File: config.mk
export PLATFORM = sky130hd
export DESIGN_NAME = bus_drive_sequencer
export DESIGN_NICKNAME = d
export VERILOG_FILES = /design/src/rtl/bus_drive_sequencer.sv
export SDC_FILE = /design/constraint.sdc
export NUM_CORES = 1
export LEC_CHECK = 0
export ABC_AREA = 1
export CAP_MARGIN = 20
export CORE_ASPECT_RATIO = 0.7
export CORE_MARGIN = 3
export CORE_UTILIZATION = 50
export DETAILED_ROUTE_END_ITERATION = 8
export PLACE_DENSITY = 0.89
export REMOVE_ABC_BUFFERS = 1
export SYNTH_ARGS = -nofsm -noshare
export SYNTH_HDL_FRONTEND = slang
export SYNTH_SLANG_ARGS = --single-unit
File: constraint.sdc
create_clock -name clk_i -period 3.8 [get_ports clk_i]
set_input_delay 0.57 -clock clk_i [delete_from_list [all_inputs] [get_ports clk_i]]
set_output_delay 0.57 -clock clk_i [all_outputs]
set_load 0.05 [all_outputs]
File: src/rtl/bus_drive_sequencer.sv
// rtl/bus_drive_sequencer.sv - round-robin owner of the tristate bus enables with dead-cycle turnaround
module bus_drive_sequencer #(
  parameter int N     = 4,
  parameter int W     = 8,
  parameter int BURST = 4,
  parameter int DEAD  = 1,
  localparam int IW   = (N > 1) ? $clog2(N) : 1,
  localparam int DW   = (DEAD > 1) ? $clog2(DEAD + 1) : 1,
  localparam int BW   = (BURST > 1) ? $clog2(BURST + 1) : 1
) (
  input  logic          clk_i,
  input  logic          rst_i,
  input  logic [N-1:0]  req_i,
  input  logic [W-1:0]  bus_in_i,
  output logic [N-1:0]  en_o,
  output logic [IW-1:0] gnt_idx_o,
  output logic          busy_o,
  output logic [W-1:0]  data_out_o,
  output logic          data_valid_o,
  output logic [IW-1:0] data_src_o
);

  typedef enum logic [1:0] {IDLE, TURN, DRIVE} state_t;

  localparam logic [IW:0]   N_V        = (IW + 1)'(N);
  localparam logic [IW-1:0] LAST_IDX   = IW'(N - 1);
  localparam logic [DW-1:0] DEAD_LAST  = DW'(DEAD - 1);
  localparam logic [BW-1:0] BURST_LAST = BW'(BURST - 1);

  state_t        state_q;
  logic [N-1:0]  en_q;
  logic [IW-1:0] gnt_q;
  logic [IW-1:0] ptr_q;
  logic          busy_q;
  logic [W-1:0]  data_q;
  logic          valid_q;
  logic [IW-1:0] src_q;
  logic [DW-1:0] dead_q;
  logic [BW-1:0] beat_q;

  logic [IW-1:0] next_ptr_d;
  logic [IW-1:0] base_d;
  logic [IW:0]   sum_d;
  logic          win_found_d;
  logic [IW-1:0] win_idx_d;

  // At a DRIVE exit the new winner is searched from the pointer being written this edge.
  always_comb begin
    next_ptr_d  = (gnt_q == LAST_IDX) ? '0 : gnt_q + 1'b1;
    base_d      = (state_q == DRIVE) ? next_ptr_d : ptr_q;
    sum_d       = '0;
    win_found_d = 1'b0;
    win_idx_d   = '0;
    for (int k = N - 1; k >= 0; k--) begin
      sum_d = {1'b0, base_d} + (IW + 1)'(k);
      if (sum_d >= N_V) sum_d = sum_d - N_V;
      if (req_i[sum_d[IW-1:0]]) begin
        win_found_d = 1'b1;
        win_idx_d   = sum_d[IW-1:0];
      end
    end
  end

  always_ff @(posedge clk_i) begin
    if (rst_i) begin
      state_q <= IDLE;
      en_q    <= '0;
      gnt_q   <= '0;
      ptr_q   <= '0;
      busy_q  <= 1'b0;
      data_q  <= '0;
      valid_q <= 1'b0;
      src_q   <= '0;
      dead_q  <= '0;
      beat_q  <= '0;
    end else begin
      valid_q <= 1'b0;
      case (state_q)
        IDLE: begin
          en_q <= '0;
          if (win_found_d) begin
            gnt_q   <= win_idx_d;
            dead_q  <= '0;
            busy_q  <= 1'b1;
            state_q <= TURN;
          end
        end
        TURN: begin
          if (dead_q == DEAD_LAST) begin
            if (req_i[gnt_q]) begin
              en_q    <= N'(1) << gnt_q;
              beat_q  <= '0;
              state_q <= DRIVE;
            end else begin
              busy_q  <= 1'b0;
              state_q <= IDLE;
            end
          end else begin
            dead_q <= dead_q + 1'b1;
          end
        end
        DRIVE: begin
          if (req_i[gnt_q]) begin
            data_q  <= bus_in_i;
            src_q   <= gnt_q;
            valid_q <= 1'b1;
            beat_q  <= beat_q + 1'b1;
          end
          if (!req_i[gnt_q] || beat_q == BURST_LAST) begin
            en_q  <= '0;
            ptr_q <= next_ptr_d;
            if (win_found_d) begin
              gnt_q   <= win_idx_d;
              dead_q  <= '0;
              state_q <= TURN;
            end else begin
              busy_q  <= 1'b0;
              state_q <= IDLE;
            end
          end
        end
        default: begin
          en_q    <= '0;
          busy_q  <= 1'b0;
          state_q <= IDLE;
        end
      endcase
    end
  end

  assign en_o         = en_q;
  assign gnt_idx_o    = gnt_q;
  assign busy_o       = busy_q;
  assign data_out_o   = data_q;
  assign data_valid_o = valid_q;
  assign data_src_o   = src_q;

endmodule

Word level (Yosys, flattened, before mapping) --
Index checks and enable logic that the tools add are counted.
Word-level totals: flip-flop bits (word level) 26, input port bits 14, output and inout bits 18, logic and storage cells 109
Operators by class: add/sub/neg operators 10, magnitude comparators 9, equal/unequal tests 11, shifts and indexed selects 1, multiplexer cells 52, bitwise logic cells 1, reductions and logical operators 15
Operators by type and width (count):
- two-way mux 2 bit | 16
- two-way mux 1 bit | 19
- less-than comparator 2 x 3 -> 1 bit, second input constant | 5
- two-way mux 4 bit | 3
- binary-select mux 1 bit (select 2 bit) | 5
- != test 2 bit, second input constant | 5
- greater-or-equal comparator 3 bit, second input constant | 3
- two-way mux 3 bit | 3
- one-hot mux 4 bit (2 select lines) | 1
- AND reduction 2 bit | 4
- subtractor 2 x 1 -> 2 bit, second input constant | 4
- adder 2 x 2 -> 3 bit, second input constant | 2
- one-hot mux 1 bit (3 select lines) | 2
- one-hot mux 2 bit (3 select lines) | 1
- one-hot mux 3 bit (2 select lines) | 1
- AND reduction 3 bit | 2
- AND reduction 5 bit | 1
- equality test 2 bit, second input constant | 2
- != test 2 x 1 -> 1 bit, second input constant | 2
- one-hot mux 2 bit (2 select lines) | 1
- AND reduction 4 bit | 1
- nonzero test 2 bit | 2
- << shifter 1 x 2 -> 4 bit, first input constant | 1
- adder 2 x 1 -> 3 bit, second input constant | 1
- 12 further kinds | 12

Longest topological paths before layout --
Gate-level depths: netlist of the first run.
depth after elaboration 15, depth in mapped cells 15, mapped depth without buffers 15

Least setup slack after synthesis of the first run --
OpenSTA, ideal clock, no wires.
kind flip-flop to flip-flop, start point register gnt_q[0], in the netlist gnt_idx_o[0], end point register gnt_q[0], in the netlist gnt_idx_o[0], library setup time 114 ps, data arrival time 2112 ps, required time 3686 ps, path slack 1574 ps, stages on the path, launching flop included 15, path buffers 0, period minus slack after synthesis 2226 ps, cells stage by stage dfxtp_1 inv_1 ha_1 inv_1 nand3_1 nand2_1 nand2_1 nand2_2 nand2_1 nand2_1 nand3_2 nand2_2 nand2_1 nand2_1 a21oi_2
Between the ends: cells in the longest elaborated chain, start to end 15, elaborated cells on any way between the ends 44, classes of those cells add/sub: 8; order compare: 4; eq/ne: 2; mux: 27; reduce/logical: 3
RTL lines:
- start, declared | RTL line 32 | logic [IW-1:0] gnt_q;
- start signal, assigned | RTL line 82 | gnt_q <= win_idx_d;
- start signal, assigned | RTL line 113 | gnt_q <= win_idx_d;
- adder 2 x 1 -> 2 bit / equality test 2 bit (equally long branches) | RTL line 49 | next_ptr_d = (gnt_q == LAST_IDX) ? '0 : gnt_q + 1'b1;
- two-way mux 2 bit (*) | RTL line 49
- named net next_ptr_d[1] | RTL line 41 | logic [IW-1:0] next_ptr_d;
- two-way mux 2 bit (*) | RTL line 50 | base_d = (state_q == DRIVE) ? next_ptr_d : ptr_q;
- adder 2 x 2 -> 3 bit | RTL line 55 | sum_d = {1'b0, base_d} + (IW + 1)'(k);
- greater-or-equal comparator 3 bit / subtractor 2 x 1 -> 2 bit (equally long branches) | RTL line 56 | if (sum_d >= N_V) sum_d = sum_d - N_V;
- two-way mux 2 bit | RTL line 56
- binary-select mux 1 bit (select 2 bit) | RTL line 57 | if (req_i[sum_d[IW-1:0]]) begin
- two-way mux 1 bit (not written as such) | RTL line 57
- two-way mux 2 bit / two-way mux 1 bit (equally long branches) (4 in series) | RTL line 57
- two-way mux 2 bit (*) | RTL line 81, 112
- two-way mux 2 bit | RTL line 109 | if (!req_i[gnt_q] || beat_q == BURST_LAST) begin
- one-hot mux 2 bit (2 select lines) (*) | RTL line 78 | case (state_q)
The timed path passes the listed nets; every way through them passes the cells marked *. The select of a mux whose other input is x is not followed. A chain may end at the register's enable or synchronous reset.

Worst setup path in the final report of the first run --
start point input port req_i[0], end point register en_q[0], in the netlist en_o[0]
Between the ends: cells in the longest elaborated chain, start to end 6, elaborated cells on any way between the ends 7, classes of those cells eq/ne: 2; mux: 2; reduce/logical: 3
RTL lines:
- start, declared | RTL line 13 | input logic [N-1:0] req_i,
- binary-select mux 1 bit (select 2 bit) (*) | RTL line 90, 109
- two-way mux 1 bit (not written as such) (*) | RTL line 90, 109
- logical NOT 1 bit | RTL line 109
- logical OR 1 bit | RTL line 109
- != test 2 x 1 -> 1 bit (no source line)
- AND reduction 3 bit (no source line) (*)
- end signal, assigned | RTL line 91 | en_q <= N'(1) << gnt_q;
- end, declared | RTL line 31 | logic [N-1:0] en_q;
Every way passes the cells marked *; elsewhere a longest branch is shown, timed or not. The select of a mux whose other input is x is not followed.

==> metrics.txt, run 1 <==
outcome=complete, no violations; Crit-path slowest cell=clkdlybuf4s50_1; Critical Path Most Common Cell=inv_1; WS Path Type=input pin to register; final setup TNS=0 ns; synth cell count leaders=56 x nand2_1, 27 x nor2_1, 25 x dfxtp_1, 18 x o21ai_0, 17 x inv_1; grt ovf=0; maximum clock rate=376 MHz; Cells after Synth=203; vias in the first global route=1153; HP Start=en_o[3]$_SDFFE_PP0P_; Synth top area share=37.1%; RSZ-0062 raised after global routing=no; crit path max fanout=14; Worst Path Arrival=between 2 and 3 ns; mean cell area of the mapped netlist=6.64 um^2; # setup viols final=0; Final period util=69.9%; cts repair resizes=0; fin. max-slew vios=0; synth warn=0; Final min period=2.66 ns; number of levels in the clock H-tree=1; FF-to-FF End=en_o[0]$_SDFFE_PP0P_; pwr dens=637 nW/um^2; Setup Fix Bufs, Post-CTS=0; Root Buffer=clkbuf_8; CTS tree=done; Reg2Reg Depth=11; worst rel slew slack=roughly two thirds; CP cell instances=clkdlybuf4s50_1 -> inv_1 -> o21ai_0 -> nand2_1 -> nor2_2 -> inv_1 -> nor2_1 -> inv_1 -> nand2_2 -> inv_1 -> nand3_1 -> a21oi_1; Die X=68.1 um; Hold Crit Class=register to register; Residual DRC=0; Synth cell types=21; Critical Path Sink Type=register; share of cells above drive strength 1=8.55%; Site Rows=15; Final ANT Viol Nets=0; synthesized area=1350 um^2; die height=49.5 um; flop2flop setup slack=approximately 1.5 ns; n_diodes=0; Worst Setup EP=en_o[0]$_SDFFE_PP0P_; DRT Pass-1 Iters=4; Post-Route WL=3.04 mm; synth top area cells=dfxtp_1 37%, nand2_1 16%, nor2_1 7.5%, o21ai_0 6.7%, ha_1 5.6%; clock sinks=25; Starting Density=53.6%; Core Area=2510 um^2; Layout area overhead=28.3%; half-perimeter wire length after placement=roughly 2.4 mm; first-pass GRT wire length=5.22 mm; fill count=217; Pleak=0.000783 uW; Post-Route Skew=just under 0.006 ns; Vias=1352; CP Launch Type=input pin; Least-Margin Pin Slew=0.517 ns; Main synth FF type=dfxtp_1; PortBufs=31; RR Startpoint=gnt_idx_o[0]$_SDFFE_PP0P_; GRT Total Usage=20.2%; DR WL/cell=about 11 um; number of synthesized flops with an enable pin=0; Fin. Hold Viols=0; register area share after synthesis=37.1%; leading area contributor after synthesis=dfxtp_1; # IOs=32; Critical Path Max Stage Delay=between 0.4 and 0.5 ns; DR iter-0 viols=96; die footprint=3370 um^2; Worst Setup SP=req_i[0]; Max Cap Viol=0; Yosys reg bits=25; GP Congestion=roughly 0.84; Layout Nets=around 260; most numerous cell in the Yosys netlist=nand2_1; Async SR Flop Fraction=0%; Clk Latency, worst-skew pair=0.27 ns; CTS Buffer Depth=2; hold buffers post-CTS=0; Num CTS Buffers=3; Vias/cell=5.04; initial antenna violation count=0; Worst VDD drop=292 uV; Worst-path clk slew=around 0.080 ns; Req. time, crit path=3.95 ns; pin count of the biggest net entering global routing=18; WHS=0.464 ns
-- through the flow --
step | util (%) | setup WS, ns | total power [uW] | cells | area [um^2]
6_report | 68.8 | 1.14 | 1100 | 268 | 1730
5_1_grt | 68.8 | 0.823 | 1190 | 268 | 1730
4_1_cts | 68.8 | 1.17 | 1110 | 268 | 1730
3_5_place_dp | 67.0 | 0.858 | 947 | 264 | 1690
3_3_place_gp | 67.0 | 1.02 | 938 | 264 | 1690
2_1_floorplan | - | 1.57 | 788 | 199 | 1330
-- power breakdown --
| part | total [uW] | switching, uW | internal [uW] |
|---|---|---|---|
| Clock | 154 | 79.0 | 75.0 |
| Sequential | 351 | 44.4 | 307 |
| Combinational | 598 | 402 | 195 |
| Total | 1100 | 526 | 577 |
-- how the worst min path moves through the flow --
| stage | endpoint | slack [ns] | cells past startpoint |
|---|---|---|---|
| after floorplan | beat_q[0]$_SDFFE_PP0P_ | 0.43 | 1 |
| after global placement | en_o[2]$_SDFFE_PP0P_ | 0.46 | 2 |
| after detailed placement | en_o[3]$_SDFFE_PP0P_ | 0.46 | 2 |
| after CTS | en_o[3]$_SDFFE_PP0P_ | 0.47 | 2 |
| after global routing | en_o[2]$_SDFFE_PP0P_ | 0.49 | 2 |
| final | en_o[3]$_SDFFE_PP0P_ | 0.46 | 2 |
-- cells in the final DEF (no fill, tap or decap) --
cell type,count
and2_1,1
clkdlybuf4s50_1,31
a21oi_1,14
a21oi_2,1
inv_2,3
nor2_1,27
o21ai_0,18
a32o_1,1
clkbuf_1,1
nand3_1,14
ha_1,6
nand2_1,56
nand2_2,8
o31ai_1,1
dfxtp_1,25
nand2_4,2
o21ai_1,1
nand3_2,1
nor2_2,2
inv_1,17
a211oi_1,1
clkbuf_8,3
-- logic make-up (layout without fill, tap and decap cells) --
logic type | after synthesis | count (layout) | synth area share, %
buf+inv | 24 | 55 | 6.77
flops | 25 | 25 | 37.1
simple gates | 111 | 111 | 35.8
fa+ha+maj | 6 | 6 | 5.57
compound gates | 37 | 37 | 14.8
-- cell type report --
cell class              count  area (um^2)  area share (%)
well taps                  34         42.5            2.46
multi-input cells         154          757            43.7
repair buffers             31          310            17.9
inverters                  20         75.1            4.34
flip-flops and latches     25          500            28.9
clock buffers               4         45.0            2.60
-- state kept, by name, summed over array words and instances, names as in the netlist --
name,cells
data_out_o,8
en_o,4
beat_q,3
data_src_o,2
gnt_idx_o,2
ptr_q,2
state_q,2
busy_o,1
data_valid_o,1
-- critical path: cells and delay by family --
family / cells / cell delay, ns
and+or+nand+nor: 5 / 0.93
buffers and inverters: 5 / 1.03
AOI/OAI and AO/OA: 2 / 0.27
-- routing by layer --
metal	track usage (%)	vias to the layer above	part of all wire, %
li1	-	713	-
met1	30.8	597	52
met2	26.7	37	41
met3	6.15	5	5.0
met4	5.94	0	1.3
met5	0	-	0
(Power assumes the default switching activity.)
==> inputs of run 2 (changes only) <==
--- a/config.mk
+++ b/config.mk
@@ -9,9 +9,9 @@
 export CAP_MARGIN = 20
 export CORE_ASPECT_RATIO = 0.7
 export CORE_MARGIN = 3
-export CORE_UTILIZATION = 50
+export CORE_UTILIZATION = 49
 export DETAILED_ROUTE_END_ITERATION = 8
-export PLACE_DENSITY = 0.89
+export PLACE_DENSITY = 0.88
 export REMOVE_ABC_BUFFERS = 1
 export SYNTH_ARGS = -nofsm -noshare
 export SYNTH_HDL_FRONTEND = slang
==> constraint.sdc (replaced) <==
create_clock -name clk_i -period 2.5 [get_ports clk_i]
set_input_delay 0.375 -clock clk_i [delete_from_list [all_inputs] [get_ports clk_i]]
set_output_delay 0.375 -clock clk_i [all_outputs]
set_load 0.05 [all_outputs]
==> run 2 against run 1 <==
Against the previous run:
- critical path depth up 2
- final cell count up 1.5%
- clock power up 51%
- wire length up 0.59%
- die area up 1.8%
- count of clock-buffer cells in the layout unchanged
- first-iteration DRC count down 15%
- combinational power up 59%
- sequential share of layout area down 0.49 points
- core utilization up 0.68 points
- non-clock buffer count up 4
- clock skew about the same
- largest cell class unchanged
- highest routed layer unchanged
==> metrics.txt, run 2 (same netlist as run 1, synthesis figures left out) <==
Max Cap Viol=0; crit path max fanout=5; Worst Setup SP=gnt_idx_o[1]$_SDFFE_PP0P_; Critical Path Sink Type=register; Net Sw Frac=a little under half; cell area after layout=between 1500 and 2000 um^2; DR WL/cell=11.2 um; CTS tree=done; RR Startpoint=gnt_idx_o[1]$_SDFFE_PP0P_; Final period util=81.5%; Psw=800 uW; pin count of the biggest net entering global routing=18; vias in the first global route=approximately 1.1k; first-pass GRT wire length=4.95 mm; most frequent cells in the layout=56 x nand2_1, 31 x clkdlybuf4s50_1, 27 x nor2_1, 25 x dfxtp_1, 18 x o21ai_0; Clk pwr share=13.7%; Layout Nets=259; Post-Route WL=between 3 and 4 mm; maximum clock rate=491 MHz; most common cell after layout, fill and taps aside=nand2_1; clock sinks=25; share of cells above drive strength 1=10.1%; GP Congestion=0.856; Setup Fix Bufs, Post-CTS=0; post-placement cell area=1720 um^2; Req. time, crit path=2.66 ns; die footprint=3430 um^2; Num CTS Buffers=3; CP cell instances=inv_1 -> ha_1 -> inv_1 -> nand3_1 -> nand2_1 -> nand2_1 -> nand2_2 -> nand2_1 -> nand2_1 -> nand3_2 -> nand2_2 -> nand2_1 -> nand2_1 -> a21oi_2; Final min period=2.04 ns; RSZ-0062 raised after global routing=no; Site Rows=15; combinational share of power=56.0%; Residual DRC=0; Starting Density=53.2%; Fin. Hold Viols=0; n_diodes=0; GRT Total Usage=around 19%; WS Path Type=register to register; half-perimeter wire length after placement=approximately 2.4 mm; die height=49.9 um; pwr dens=963 nW/um^2; Flop pwr share=30.3%; worst rel slew slack=65.9%; CTS Buffer Depth=2; Pleak=0.000803 uW; Root Buffer=clkbuf_8; Crit-path slowest cell=dfxtp_1; Core Area=2530 um^2; Post-Route Skew=0.00572 ns; Hold Crit Class=register to register; Vias=1332; outcome=complete, no violations; Clk Latency, worst-skew pair=about 0.26 ns; Int Pwr=around 890 uW; HP Start=en_o[2]$_SDFFE_PP0P_; fin. max-slew vios=0; PortBufs=31; max FFs per register=8; Layout area overhead=30.5%; post-layout power=approximately 1700 uW; Critical Path Max Stage Delay=0.42 ns; hold buffers post-CTS=0; cts repair resizes=0; Worst Path Arrival=between 2 and 2.5 ns; final setup TNS=0 ns; Least-Margin Pin Slew=0.511 ns; Vias/cell=4.90; Critical Path Most Common Cell=nand2_1; Die X=68.7 um; grt ovf=0; # IOs=32; Worst-path clk slew=roughly 0.08 ns; Worst VDD drop=532 uV; # setup viols final=0; DRT Pass-1 Iters=4; Final ANT Viol Nets=0; number of levels in the clock H-tree=1; initial antenna violation count=0; DR iter-0 viols=82; CP Launch Type=register
## run 2: worst max-delay path, delay by kind of cell (launching register included)
family | cells | cell delay (ns)
compound gates | 1 | 0.04
fa+ha+maj | 1 | 0.35
buf+inv | 2 | 0.22
flops | 1 | 0.42
simple gates | 10 | 0.93
## run 2: final timing paths
kind | to | slack (ns) | cells after the start
worst min-delay path | en_o[2]$_SDFFE_PP0P_ | 0.47 | 2
worst max-delay path | gnt_idx_o[0]$_SDFFE_PP0P_ | 0.46 | 14
worst max register to register | gnt_idx_o[0]$_SDFFE_PP0P_ | 0.46 | 14
worst min register to register | en_o[2]$_SDFFE_PP0P_ | 0.47 | 2
## run 2: power by group through the flow
stage / registers [uW] / clock network (uW) / logic, uW
floorplan: 709 / 0 / 490
finish: 514 / 232 / 949
detailed placement: 522 / 0 / 941
global route: 523 / 251 / 1050
global placement: 524 / 0 / 922
CTS: 514 / 235 / 945
## run 2: metrics by stage
| stage | setup slack, ns | std cells | utilization, % | hold slack [ns] |
|---|---|---|---|---|
| global placement | 0.441 | 268 | 67.7 | 0.455 |
| CTS | 0.481 | 272 | 69.5 | 0.471 |
| floorplan | 0.274 | 199 | - | 0.430 |
| detailed placement | 0.355 | 268 | 67.7 | 0.458 |
| finish | 0.462 | 272 | 69.5 | 0.467 |
| global route | 0.212 | 272 | 69.5 | 0.497 |
## run 2: per-layer routing
layer / share of wire (%) / track usage, % / wire [um]
met1: 54 / 29.4 / 1640
met2: 42 / 26.0 / 1270
met3: 4.5 / 4.33 / 136
met4: 0.46 / 1.94 / 14
met5: 0 / 0 / 0
## run 2: area by class of cell
class,instances,area (um^2)
clock buffer,4,45.0
fill,237,773
inverter,20,75.1
multi-input combinational,154,757
sequential,25,500
tap,34,42.5
timing repair buffer,35,340
